File: config.mk
export PLATFORM = sky130hd
export DESIGN_NAME = park_ctrl
export DESIGN_NICKNAME = d
export VERILOG_FILES = /design/src/rtl/park_ctrl.sv
export SDC_FILE = /design/constraint.sdc
export NUM_CORES = 1
export LEC_CHECK = 0
export CELL_PAD_IN_SITES_DETAIL_PLACEMENT = 1
export CELL_PAD_IN_SITES_GLOBAL_PLACEMENT = 1
export CORE_MARGIN = 2
export CORE_UTILIZATION = 48
export DETAILED_ROUTE_END_ITERATION = 10
export GPL_TIMING_DRIVEN = 0
export PLACE_DENSITY = 0.8
export SLEW_MARGIN = 20
export SYNTH_ARGS = -nofsm -noshare
export SYNTH_HDL_FRONTEND = slang
export SYNTH_SLANG_ARGS = --single-unit
File: constraint.sdc
create_clock -name clk -period 4.6 [get_ports clk]
set_clock_uncertainty 0.15 [all_clocks]
set_input_delay 0.92 -clock clk [delete_from_list [all_inputs] [get_ports clk]]
set_output_delay 0.92 -clock clk [all_outputs]
set_load 0.01 [all_outputs]
File: src/rtl/park_ctrl.sv
// park_ctrl: multi-slot parking controller with password entry, exit lookup,
// timed front/back gates, occupancy tracking and bad-password lockout.
module park_ctrl #(
    parameter int              N_SLOTS     = 16,
    parameter int              VN_W        = 4,
    parameter int              PW_W        = 4,
    parameter logic [PW_W-1:0] PASSWORD    = 4'b1010,
    parameter int              MAX_TRIES   = 3,
    parameter int              GATE_CYCLES = 4,
    parameter int              LOCK_CYCLES = 8
) (
    input  logic                         clk,
    input  logic                         rst,
    input  logic                         entry_req,
    input  logic                         exit_req,
    input  logic [PW_W-1:0]              pswd,
    input  logic [VN_W-1:0]              vn,
    output logic                         front,
    output logic                         back,
    output logic [$clog2(N_SLOTS)-1:0]   slot_idx,
    output logic                         slot_valid,
    output logic [$clog2(N_SLOTS+1)-1:0] occupancy,
    output logic                         full,
    output logic                         err,
    output logic [2:0]                   err_code,
    output logic                         locked
);
    localparam int IW   = $clog2(N_SLOTS);
    localparam int OW   = $clog2(N_SLOTS + 1);
    localparam int TMAX = (GATE_CYCLES > LOCK_CYCLES) ? GATE_CYCLES : LOCK_CYCLES;
    localparam int TW   = $clog2(TMAX + 1);
    localparam int FW   = $clog2(MAX_TRIES + 1);

    typedef enum logic [2:0] {IDLE, CHECK, ENTRY_OPEN, EXIT_CHK, EXIT_OPEN, LOCKED} state_t;

    state_t            state_q, state_d;
    logic [PW_W-1:0]   pswd_q, pswd_d;
    logic [VN_W-1:0]   vn_q, vn_d;
    logic [N_SLOTS-1:0] valid_q, valid_d;
    logic [VN_W-1:0]   tab_q [N_SLOTS];
    logic [VN_W-1:0]   tab_d [N_SLOTS];
    logic [OW-1:0]     occ_q, occ_d;
    logic [FW-1:0]     fail_q, fail_d;
    logic [TW-1:0]     tmr_q, tmr_d;
    logic [IW-1:0]     slot_idx_q, slot_idx_d;
    logic [2:0]        err_code_q, err_code_d;
    logic              front_q, front_d, back_q, back_d, locked_q, locked_d;
    logic              slot_valid_q, slot_valid_d, err_q, err_d;
    logic [IW-1:0]     free_idx, hit_idx;
    logic              hit, full_w;

    assign full_w = occ_q == OW'(N_SLOTS);

    // Descending scan so the last assignment wins with the lowest index.
    always_comb begin
        free_idx = '0;
        hit_idx  = '0;
        hit      = 1'b0;
        for (int i = N_SLOTS - 1; i >= 0; i--) begin
            if (!valid_q[i]) free_idx = IW'(i);
            if (valid_q[i] && tab_q[i] == vn_q) begin
                hit     = 1'b1;
                hit_idx = IW'(i);
            end
        end
    end

    always_comb begin
        state_d      = state_q;
        pswd_d       = pswd_q;
        vn_d         = vn_q;
        valid_d      = valid_q;
        tab_d        = tab_q;
        occ_d        = occ_q;
        fail_d       = fail_q;
        tmr_d        = tmr_q;
        slot_idx_d   = slot_idx_q;
        err_code_d   = err_code_q;
        front_d      = front_q;
        back_d       = back_q;
        locked_d     = locked_q;
        slot_valid_d = 1'b0;
        err_d        = 1'b0;
        case (state_q)
            IDLE: begin
                if (entry_req) begin
                    pswd_d  = pswd;
                    vn_d    = vn;
                    state_d = CHECK;
                end else if (exit_req) begin
                    vn_d    = vn;
                    state_d = EXIT_CHK;
                end
            end
            CHECK: begin
                state_d = IDLE;
                if (pswd_q != PASSWORD) begin
                    err_d      = 1'b1;
                    err_code_d = 3'd1;
                    fail_d     = fail_q + 1'b1;
                    if (fail_d == FW'(MAX_TRIES)) begin
                        state_d  = LOCKED;
                        locked_d = 1'b1;
                        tmr_d    = TW'(LOCK_CYCLES - 1);
                    end
                end else if (full_w || hit) begin
                    err_d      = 1'b1;
                    err_code_d = full_w ? 3'd2 : 3'd3;
                    fail_d     = '0;
                end else begin
                    valid_d[free_idx] = 1'b1;
                    tab_d[free_idx]   = vn_q;
                    slot_idx_d        = free_idx;
                    slot_valid_d      = 1'b1;
                    occ_d             = occ_q + 1'b1;
                    fail_d            = '0;
                    front_d           = 1'b1;
                    tmr_d             = TW'(GATE_CYCLES - 1);
                    state_d           = ENTRY_OPEN;
                end
            end
            EXIT_CHK: begin
                if (hit) begin
                    valid_d[hit_idx] = 1'b0;
                    slot_idx_d       = hit_idx;
                    slot_valid_d     = 1'b1;
                    occ_d            = occ_q - 1'b1;
                    back_d           = 1'b1;
                    tmr_d            = TW'(GATE_CYCLES - 1);
                    state_d          = EXIT_OPEN;
                end else begin
                    err_d      = 1'b1;
                    err_code_d = 3'd4;
                    state_d    = IDLE;
                end
            end
            ENTRY_OPEN, EXIT_OPEN, LOCKED: begin
                if (tmr_q == '0) begin
                    front_d  = 1'b0;
                    back_d   = 1'b0;
                    locked_d = 1'b0;
                    fail_d   = (state_q == LOCKED) ? '0 : fail_q;
                    state_d  = IDLE;
                end else begin
                    tmr_d = tmr_q - 1'b1;
                end
            end
            default: state_d = IDLE;
        endcase
    end

    always_ff @(posedge clk) begin
        if (rst) begin
            state_q      <= IDLE;
            pswd_q       <= '0;
            vn_q         <= '0;
            valid_q      <= '0;
            occ_q        <= '0;
            fail_q       <= '0;
            tmr_q        <= '0;
            slot_idx_q   <= '0;
            err_code_q   <= '0;
            front_q      <= 1'b0;
            back_q       <= 1'b0;
            locked_q     <= 1'b0;
            slot_valid_q <= 1'b0;
            err_q        <= 1'b0;
        end else begin
            state_q      <= state_d;
            pswd_q       <= pswd_d;
            vn_q         <= vn_d;
            valid_q      <= valid_d;
            occ_q        <= occ_d;
            fail_q       <= fail_d;
            tmr_q        <= tmr_d;
            slot_idx_q   <= slot_idx_d;
            err_code_q   <= err_code_d;
            front_q      <= front_d;
            back_q       <= back_d;
            locked_q     <= locked_d;
            slot_valid_q <= slot_valid_d;
            err_q        <= err_d;
        end
    end

    // Stored vehicle numbers are only meaningful where the valid bit is set.
    always_ff @(posedge clk) tab_q <= tab_d;

    assign front      = front_q;
    assign back       = back_q;
    assign slot_idx   = slot_idx_q;
    assign slot_valid = slot_valid_q;
    assign occupancy  = occ_q;
    assign full       = full_w;
    assign err        = err_q;
    assign err_code   = err_code_q;
    assign locked     = locked_q;
endmodule
* Word level (Yosys, flattened, before mapping)
Cells that the tools add are included.
Storage, ports and cells: word-level logic and storage cells 231, bits in registers 114, input bits 12, output and inout port bits 18
Cells by class: add/sub/neg operators 4, reduce and logical (&&, ||, !) cells 39, mux-type cells 109, order comparisons 6, eq/ne operators 37, bitwise operators 6
Operator list (number):
- $mux W4 | 43
- $bwmux W64 | 1
- $eq A4 B4 Y1 | 16
- $mux W16 | 3
- $pmux W16 S2 | 1
- $mux W1 | 31
- $mux W3 | 9
- $logic_and A1 B1 Y1 | 19
- $ne A2 B2 Y1 const B | 9
- $and A16 B16 Y16 | 1
- $demux W4 S4 | 1
- $not A16 Y16 | 1
- $or A16 B16 Y16 | 1
- $mux W5 | 3
- $ne A3 B3 Y1 const B | 4
- $pmux W3 S4 | 1
- $pmux W4 S3 | 1
- $reduce_and A3 Y1 | 4
- $reduce_and A4 Y1 | 3
- $lt A4 B5 Y1 const B | 2
- $pmux W1 S2 | 5
- $pmux W5 S2 | 1
- $demux W1 S4 | 2
- $ge A4 B1 Y1 const B | 2
- 26 further kinds | 37

* Depth between registers and ports, before layout
Gate-level depths: netlist (run 1).
word-level depth 26, depth in mapped cells 12

* Least setup slack after synthesis (run 1)
Ideal clock, no wire load.
path kind register to register, start point register vn_q[2], end point register tab_q[48] in the netlist's numbering (enable), data required time 4.121 ns, period minus slack after synthesis 3.536 ns, arrival time 3.057 ns, stages on the path, launching flop included 12, path buffers 3, setup time 0.329 ns, path slack 1.064 ns, cell sequence dfxtp_1 buf_6 xor2_1 nor3_1 and3_4 or4_4 or4b_1 buf_4 buf_6 nor2_1 o21ai_0 nor2_1
On the way: word-level cells in the longest chain between the ends 21, elaborated cells between the ends (all ways) 51
Ends and longest elaborated chain:
- from (decl) | RTL line 38 | logic [VN_W-1:0] vn_q, vn_d;
- from (signal assigned) | RTL line 171 | vn_q <= vn_d;
- $eq A4 B4 Y1 | RTL line 61 | if (valid_q[i] && tab_q[i] == vn_q) begin
- $logic_and A1 B1 Y1 | RTL line 61
- $mux W1 (15 in series) | RTL line 61
- $mux W1 (*) | RTL line 61
- $logic_or A1 B1 Y1 (*) | RTL line 106 | end else if (full_w || hit) begin
- $not A1 Y1 (no line) (*)
- $reduce_and A3 Y1 (no line) (*)
- to (signal assigned) | RTL line 187 | always_ff @(posedge clk) tab_q <= tab_d;
- to (decl) | RTL line 40 | logic [VN_W-1:0] tab_q [N_SLOTS];
Every way passes the cells marked *; elsewhere a longest branch is shown, timed or not. A chain may end at the register's enable or synchronous reset.

* Worst setup path after layout (run 1)
start point register vn_q[2], end point register tab_q[62] in the netlist's numbering (enable)
The elaborated chain is that of the path after synthesis.

==> run metrics, run 1 <==
share of layout cells above drive strength 1=10.15%; Worst-Skew Late Latency=0.42 ns; kind of critical path=register to register; max-slew violations=0; Mapped Cells=530; Seq cells post-synth=114; RSZ-0062 raised after global routing=no; vias per std cell=6.022; routed vias=4420; overall routing resource usage=26.81%; Top FF cell, synth=edfxtp_1; switching power share of the total=22.81%; core box area=11420 sq um; Worst Setup End Kind=register; Die Y=112.2 um; Syn Std Cell Area=5618 sq um; logic gate share of total power=7.0%; Final min period=4.386 ns; relative slew slack=29.49%; Slew @ Worst Pin=1.043 ns; Psw=598.9 uW; Post-Syn Nets=549; Residual DRC=0; initial core utilization=49.20%; CP Cell Sequence=buf_6, buf_4, xor2_1, nor3_1, nand3_1, nor4bb_2, or4b_1, buf_4, buf_6, nor2_1, o21ai_1, nor2_1; dpl cell area=6087 sq um; # Max-Cap Violations=0; vias in the first global route=4907; EDFF count, synth=64; P_int=2.027 mW; asr flop ratio synth=0%; Post-CTS Hold Buffers=0; first-pass GRT wire length=26010 um; Post-CTS Setup Inserts=0; CP bufs+invs=4; # H-tree levels=4; io pins=30; initial antenna violation count=0; Max IR drop VDD=0.3022 mV; HPWL reported at the end of detailed placement=10710 um; total gr overflow=0; CTS Root Cell=clkbuf_16; Worst path max stage delay=0.60 ns; PwrDens=392.2 nW/um^2; drt wl/cell=21.69 um; share of power burned in registers=42.7%; Hold Crit Class=register to register; 1st-iter DRT viols=321; CTS tree=yes; pin count of the biggest net entering global routing=18; Yosys Warn Count=0; clock share of power=50.3%; die width=112.2 um; Final setup violation count=0; Fin. Hold Viols=0; Fin Hold WS=0.3189 ns; CTS max path bufs=2; # diodes=0; Seq/Total Area, Yosys=52.03%; CTS clock-pin slew for the worst setup and hold paths=0.05 ns; Leak=2.340 nW; CTS Sinks=114; cts bufs inserted=17; Critical Path AT=4.32 ns; Net count, final=597; slowest CP cell=dfxtp_2; critical path required time=4.53 ns; Post-Route WL=15920 um; crit path max fanout=17; die area=12590 sq um; Post-DRT Antenna Nets=0; # port buffers=29; outcome=completed; Initial DRT Pass Iterations=4; Max Freq=228.0 MHz; row cnt=39; CP Launch Type=register; gpl congestion=0.8792; most common cell after layout, fill and taps aside=edfxtp_1; Synth cell types=61; most frequent cells in the layout=64 x edfxtp_1, 46 x nor2_1, 46 x dfxtp_1; syn avg cell area=10.60 sq um; cell family with most CP delay=simple AND/OR/NAND/NOR gates; Area Overhead vs Synth=19.15%; Final Cell Area=6694 sq um; final cycle utilization of the critical path=95.35%
==> final timing paths <==
| kind | start | endpoint | slack, ns | depth (start not counted) |
|---|---|---|---|---|
| worst min-delay path | front | front | 0.32 | 1 |
| worst max register to register | vn_q[2] | tab_q[62] | 0.21 | 12 |
| worst min register to register | front | front | 0.32 | 1 |
| worst max-delay path | vn_q[2] | tab_q[62] | 0.21 | 12 |
==> cell usage after synthesis (all sizes together) (2+ instances only) <==
library cell	number	area share, %
buf	11	1.8
nand2b	8	0.89
o211ai	6	0.80
xnor2	28	4.4
nor4b	2	0.42
and2	5	0.56
a21oi	41	3.7
or2	2	0.22
a221oi	6	1.2
or3	5	0.56
edfxtp	64	34
nand4	5	0.56
and3	3	0.42
a311oi	3	0.47
mux2i	10	1.8
nand2	22	1.5
nand3	17	1.5
a211oi	20	2.7
nor2b	6	0.67
o31ai	4	0.53
nor4bb	2	0.36
or4	5	0.73
xor2	39	6.1
a31oi	2	0.22
o21a	2	0.27
clkbuf	15	1.0
nor4	10	1.4
inv	24	1.6
o21ai	13	1.2
nor3b	4	0.53
nand3b	2	0.27
nor2	47	3.1
mux2	2	0.40
ha	6	1.3
a21o	3	0.40
dfxtp	50	18
nor3	22	2.2
==> power groups by stage <==
stage / Sequential (mW) / Clock, mW / Combinational, mW
global placement: 1.14 / 0 / 0.172
global route: 1.12 / 1.37 / 0.200
CTS: 1.12 / 1.33 / 0.184
floorplan: 1.13 / 0 / 0.125
finish: 1.12 / 1.32 / 0.183
detailed placement: 1.14 / 0 / 0.179
==> cell families (layout without fill, tap and decap cells) <==
family / Yosys count / after routing / synth area share (%)
xor gates and xnor gates: 67 / 67 / 10.45
adders and majority gates: 7 / 7 / 1.693
buffers and inverters: 51 / 112 / 4.432
AOI/OAI and AO/OA: 109 / 109 / 12.74
muxes: 12 / 12 / 2.183
and+or+nand+nor: 170 / 170 / 16.48
DFF: 114 / 114 / 52.03
==> state kept, by name, indices dropped and copies added, names as in the netlist <==
| signal | flops |
|---|---|
| vn_q | 4 |
| back | 1 |
| slot_idx | 4 |
| valid_q | 16 |
| tab_q | 64 |
| pswd_q | 4 |
| occupancy | 5 |
| locked | 1 |
| slot_valid | 1 |
| err_code | 3 |
| state_q | 3 |
| front | 1 |
| tmr_q | 4 |
| fail_q | 2 |
| err | 1 |
==> per-stage QoR <==
stage | TNS [ns] | total power, mW | instances | utilization [%] | worst slack (ns)
after CTS | 0 | 2.633 | 734 | 58.60 | 0.07036
after floorplan | 0 | 1.254 | 530 | - | 1.064
after global routing | 0 | 2.693 | 734 | 58.62 | 0.00001155
after global placement | -3.234 | 1.311 | 702 | 53.31 | -0.2165
after detailed placement | -5.137 | 1.320 | 702 | 53.31 | -0.3060
final | 0 | 2.626 | 734 | 58.62 | 0.2139
==> cell type report <==
| class | instances | area, sq um |
|---|---|---|
| plain buffers | 26 | 155.1 |
| clock buffers | 23 | 489.2 |
| clock inverters | 9 | 103.9 |
| fillers | 1253 | 4725 |
| inverters | 25 | 93.84 |
| multi-input cells | 365 | 2455 |
| flip-flops and latches | 114 | 2928 |
| well taps | 143 | 178.9 |
| repair buffers | 29 | 290.3 |
==> per-layer routing <==
layer  part of all wire (%)  vias up  track usage [%]
met5                      0        -                0
met4                    2.0        0            9.675
met3                    4.4       29            6.263
met2                     51      114            45.18
met1                     43     2245            33.92
li1                       -     2032                -
==> repair_timing <==
item	CTS	global route
resized for setup	5	2
endpoints found under the setup margin	24	16
endpoints found under the hold margin	0	0
pin swaps	0	0
(Power assumes the default switching activity.)
==> run 2: changes to the inputs <==
- TNS_END_PERCENT: default -> 5
==> results of run 2 <==
The final DEF is identical to that of run 1; final timing and power are the same.
==> run 3: changes to the inputs <==
- CORE_UTILIZATION: 48 -> 50
- CTS_BUF_LIST: default -> sky130_fd_sc_hd__clkbuf_4 sky130_fd_sc_hd__clkbuf_8
- PLACE_DENSITY: 0.8 -> 0.83
==> run metrics, run 3 (same netlist as run 1, synthesis figures left out) <==
Area Overhead vs Synth=16.15%; CTS clock-pin slew for the worst setup and hold paths=0.06 ns (about the same); vias in the first global route=4694 (-4.3%); WHS Endpoint=front; relative slew slack=26.20% (-3.3 points); DP Cell Count=699 (-0.43%); most common cell after layout, fill and taps aside=edfxtp_1; non-filler cells, final=731 (-0.41%); post-route core utilization=59.93% (+1.3 points); die area=12100 sq um (-3.9%); R2R Path End=tab_q[57]; pin count of the biggest net entering global routing=18 (unchanged); Hold Crit Class=register to register; pre-CTS setup slack=-0.3939 ns (-0.08792 ns); initial antenna violation count=0 (unchanged); RSZ-0062 raised after global routing=no; outcome=completed; cts bufs inserted=17 (unchanged); crit path max fanout=17 (unchanged); # port buffers=29 (unchanged); Max Freq=223.6 MHz (-1.9%); 1st-iter DRT viols=209 (-35%); max-slew violations=0 (unchanged); most frequent cells in the layout=64 x edfxtp_1, 46 x nor2_1, 46 x dfxtp_1; Post-DRT Antenna Nets=0 (unchanged); Reg2Reg Depth=12 (unchanged); worst setup margin=0.1272 ns (-0.08665 ns); # diodes=0 (unchanged); Post-Route WL=15610 um (-2.0%); Final min period=4.473 ns (+0.08665 ns); HPWL reported at the end of detailed placement=10820 um (+1.1%); Worst-Skew Late Latency=0.44 ns (+0.02 ns); share of layout cells above drive strength 1=10.49% (+0.34 points); Leak=2.265 nW (-3.2%); row cnt=38 (-2.6%); gpl congestion=0.8647 (-1.6%); CTS Root Cell=clkbuf_8; die width=110 um (-1.9%); dpl cell area=6083 sq um (about the same); Fin. Hold Viols=0 (unchanged); # H-tree levels=4 (unchanged); first-pass GRT wire length=24680 um (-5.1%); routed vias=4425 (+0.11%); Die Y=110 um (-1.9%); Final Cell Area=6525 sq um (-2.5%); kind of critical path=register to register; flip-flop count of the largest register after layout=64 (unchanged); total gr overflow=0 (unchanged); Final setup violation count=0 (unchanged); CP Launch Type=register; initial core utilization=51.60% (+2.4 points); Residual DRC=0 (unchanged); RR Startpoint=vn_q[1]; drt wl/cell=21.35 um (-1.6%); core box area=10890 sq um (-4.6%); critical path required time=4.56 ns (+0.03 ns); CTS Sinks=114 (unchanged); CTS max path bufs=2 (unchanged); io pins=30 (unchanged); hold_sp=front; final cycle utilization of the critical path=97.23% (+1.9 points); PnR Total Power=2.295 mW (-13%); Slew @ Worst Pin=1.092 ns (+0.04862 ns); PwrDens=351.7 nW/um^2 (-10%); Max IR drop VDD=0.2433 mV (-19%); Net count, final=597 (unchanged); vias per std cell=6.053 (+0.52%); # Max-Cap Violations=0 (unchanged); flop2flop setup slack=0.13 ns (-0.09 ns); Worst Setup End Kind=register; Initial DRT Pass Iterations=5 (+1); hold depth=1 (unchanged); Critical Path AT=4.43 ns (+0.11 ns); CTS tree=yes; most flop-heavy register=tab_q; overall routing resource usage=27.76% (+0.95 points)
[run 3: area by class of cell]
class                           count  area (sq um)
Clock inverter                     10         131.4
Sequential cell                   114          2928
Tap cell                          140         175.2
Multi-Input combinational cell    365          2461
Fill cell                        1186          4363
Buffer                             26         155.1
Clock buffer                       22         290.3
Timing Repair Buffer               29         290.3
Inverter                           25         93.84
[run 3: critical path, stage by stage, from the launching register on]
cell and delay (ns):
dfxtp_2 0.61, buf_6 0.23, buf_4 0.24, xor2_1 0.20
nor3_1 0.08, nand3_1 0.12, nor4bb_2 0.48, or4b_1 0.48
buf_4 0.19, buf_6 0.15, nor2_1 0.44, o21ai_1 0.36
nor2_1 0.38
[run 3: worst max path at each step]
stage	end	cells past startpoint	slack, ns	startpoint
after floorplan	tab_q[48]	11	1.06	vn_q[2]
after global placement	tab_q[54]	12	-0.32	vn_q[3]
after detailed placement	tab_q[54]	12	-0.39	vn_q[3]
after CTS	tab_q[55]	12	0.04	vn_q[3]
after global routing	tab_q[63]	12	0.004	vn_q[3]
final	tab_q[57]	12	0.13	vn_q[1]
[run 3: power by group]
part           switching [mW]  internal, mW
clock                   0.407         0.586
combinational           0.106        0.0773
sequential             0.0249          1.09
[run 3: what timing repair did]
item / in CTS / in global routing
setup buffers: 0 / 0
resized for setup: 5 / 2
hold buffers: 0 / 0
setup endpoints to repair: 24 / 16
[run 3: routing by layer]
layer	share of wire, %	vias to the layer above	GRT usage [%]	wire [um]
met5	0	-	0	0
met4	3.0	0	12.12	476
met3	5.0	43	6.173	774
met2	50	139	46.49	7751
met1	42	2219	34.42	6605
li1	-	2024	-	-
[run 3: stage by stage]
stage	TNS, ns	hold slack, ns
2_1_floorplan	0	0.2867
3_3_place_gp	-4.814	0.3003
3_5_place_dp	-6.418	0.3208
4_1_cts	0	0.3411
5_1_grt	0	0.3512
6_report	0	0.3368
==> RTL change, RTL diff (flow settings as in run 2) <==
`vn_q` no longer has a reset.
--- a/src/rtl/park_ctrl.sv
+++ b/src/rtl/park_ctrl.sv
@@ -153,7 +153,6 @@
         if (rst) begin
             state_q      <= IDLE;
             pswd_q       <= '0;
-            vn_q         <= '0;
             valid_q      <= '0;
             occ_q        <= '0;
             fail_q       <= '0;
@@ -168,7 +167,6 @@
         end else begin
             state_q      <= state_d;
             pswd_q       <= pswd_d;
-            vn_q         <= vn_d;
             valid_q      <= valid_d;
             occ_q        <= occ_d;
             fail_q       <= fail_d;
@@ -183,6 +181,10 @@
         end
     end
 
+    always_ff @(posedge clk) begin
+        vn_q <= vn_d;
+    end
+
     // Stored vehicle numbers are only meaningful where the valid bit is set.
     always_ff @(posedge clk) tab_q <= tab_d;
 
Behaviour: same outputs for any inputs over 10 cycles, from zero or initial values and one cycle with rst high; that may be too few to reach the edited logic, so the function may still have changed.
==> RTL change against run 2 <==
- setup slack improved by 160 ps
- total power rose by 0.62%
- synthesized area rose by 2.4%
- first-iteration DRC count decreased by 13%
- combinational power down 10%
- wire length down 5.4%
- cell count fell by 1.2%
- sequential cell count did not move
- design area rose by 2.0%
- critical path depth decreased by 2
- maximum frequency rose by 3.7%
- sequential share of layout area decreased by 0.33 points
==> RTL change: results (changes against run 2) <==
metric	value	unit	change
multi_input_area_share	37.3	%	+0.58 points
nMultiInputCombCells	367		+0.55%
clk_share	8.95	%	+0.086 points
status	finished, final reports clean		
synth-adder-area-share	1.65	%	-0.040 points
irDropWorstVdd	0.287	mV	-4.9%
p_leak	2.39	nW	+2.1%
synth.distinct_cells	64		+4.9%
whs_endpoint	back		
max_stage_delay	850	ps	+250 ps
reg2reg_from	vn_q[3]		
fp.dieW	114	um	+1.2%
m1WireLength	6.77	mm	-0.72%
met3_usage	4.57	%	-1.7 points
nFillCells	1196		-4.5%
sh_seq_area	43.4	%	-0.33 points
hold_depth	2		+1
design.final.nets	588		-1.5%
nonClockBufferCount	50		-9.1%
worstPathArrival	4150	ps	-170 ps
cts_resized	0		-5
synthXorXnorAreaFrac	10.2	%	-0.27 points
vias	4316		-2.4%
r2r_end	tab_q[7]		
nClkBuffers	17		-26%
r2r_cells	10		-2
hold_slack	318	ps	-1.02 ps
routed_wl	15.1	mm	-5.4%
place_ws	391	ps	+697 ps
buf_share	6.73	%	+0.074 points
grt_pass1_vias	4515		-8.0%
routabilityCongestion	0.925		+5.2%
met1_usage	33.6	%	-0.35 points
wl_met2	7.41	mm	-8.3%
tightest_slew	845	ps	-198 ps
io_buffers	28		-3.4%
grt_use_total	25.3	%	-1.5 points
synth-compound-area-share	12.2	%	-0.59 points
final_cells	725		-1.2%
yosys-top-cells-count	68 x edfxtp_1, 46 x dfxtp_1, 46 x nor2_1, 42 x xor2_1, 36 x nand2_1		
synth_edf_count	68		+6.3%
## RTL change: cell count changes after synthesis, moves of 7 or more
cell | before | now
a211oi_1 | 20 | 13
a21oi_1 | 41 | 23
a31oi_1 | 2 | 12
and3_1 | 2 | 11
inv_1 | 24 | 17
nand2_1 | 21 | 36
## RTL change: power breakdown
group | switching (W) | internal (W) | leakage, nW
clock | 0.000495 | 0.000854 | 0.284
combinational | 0.0000938 | 0.0000703 | 1.12
sequential | 0.0000267 | 0.00110 | 0.986
## RTL change: how the worst max path moves through the flow
| stage | startpoint | endpoint | slack [ps] |
|---|---|---|---|
| 2_1_floorplan | vn_q[0] | tab_q[10] | 1360 |
| 3_3_place_gp | vn_q[3] | tab_q[4] | 520 |
| 3_5_place_dp | vn_q[3] | tab_q[7] | 390 |
| 4_1_cts | vn_q[3] | tab_q[7] | 350 |
| 5_1_grt | vn_q[3] | tab_q[7] | 80 |
| 6_report | vn_q[3] | tab_q[7] | 370 |
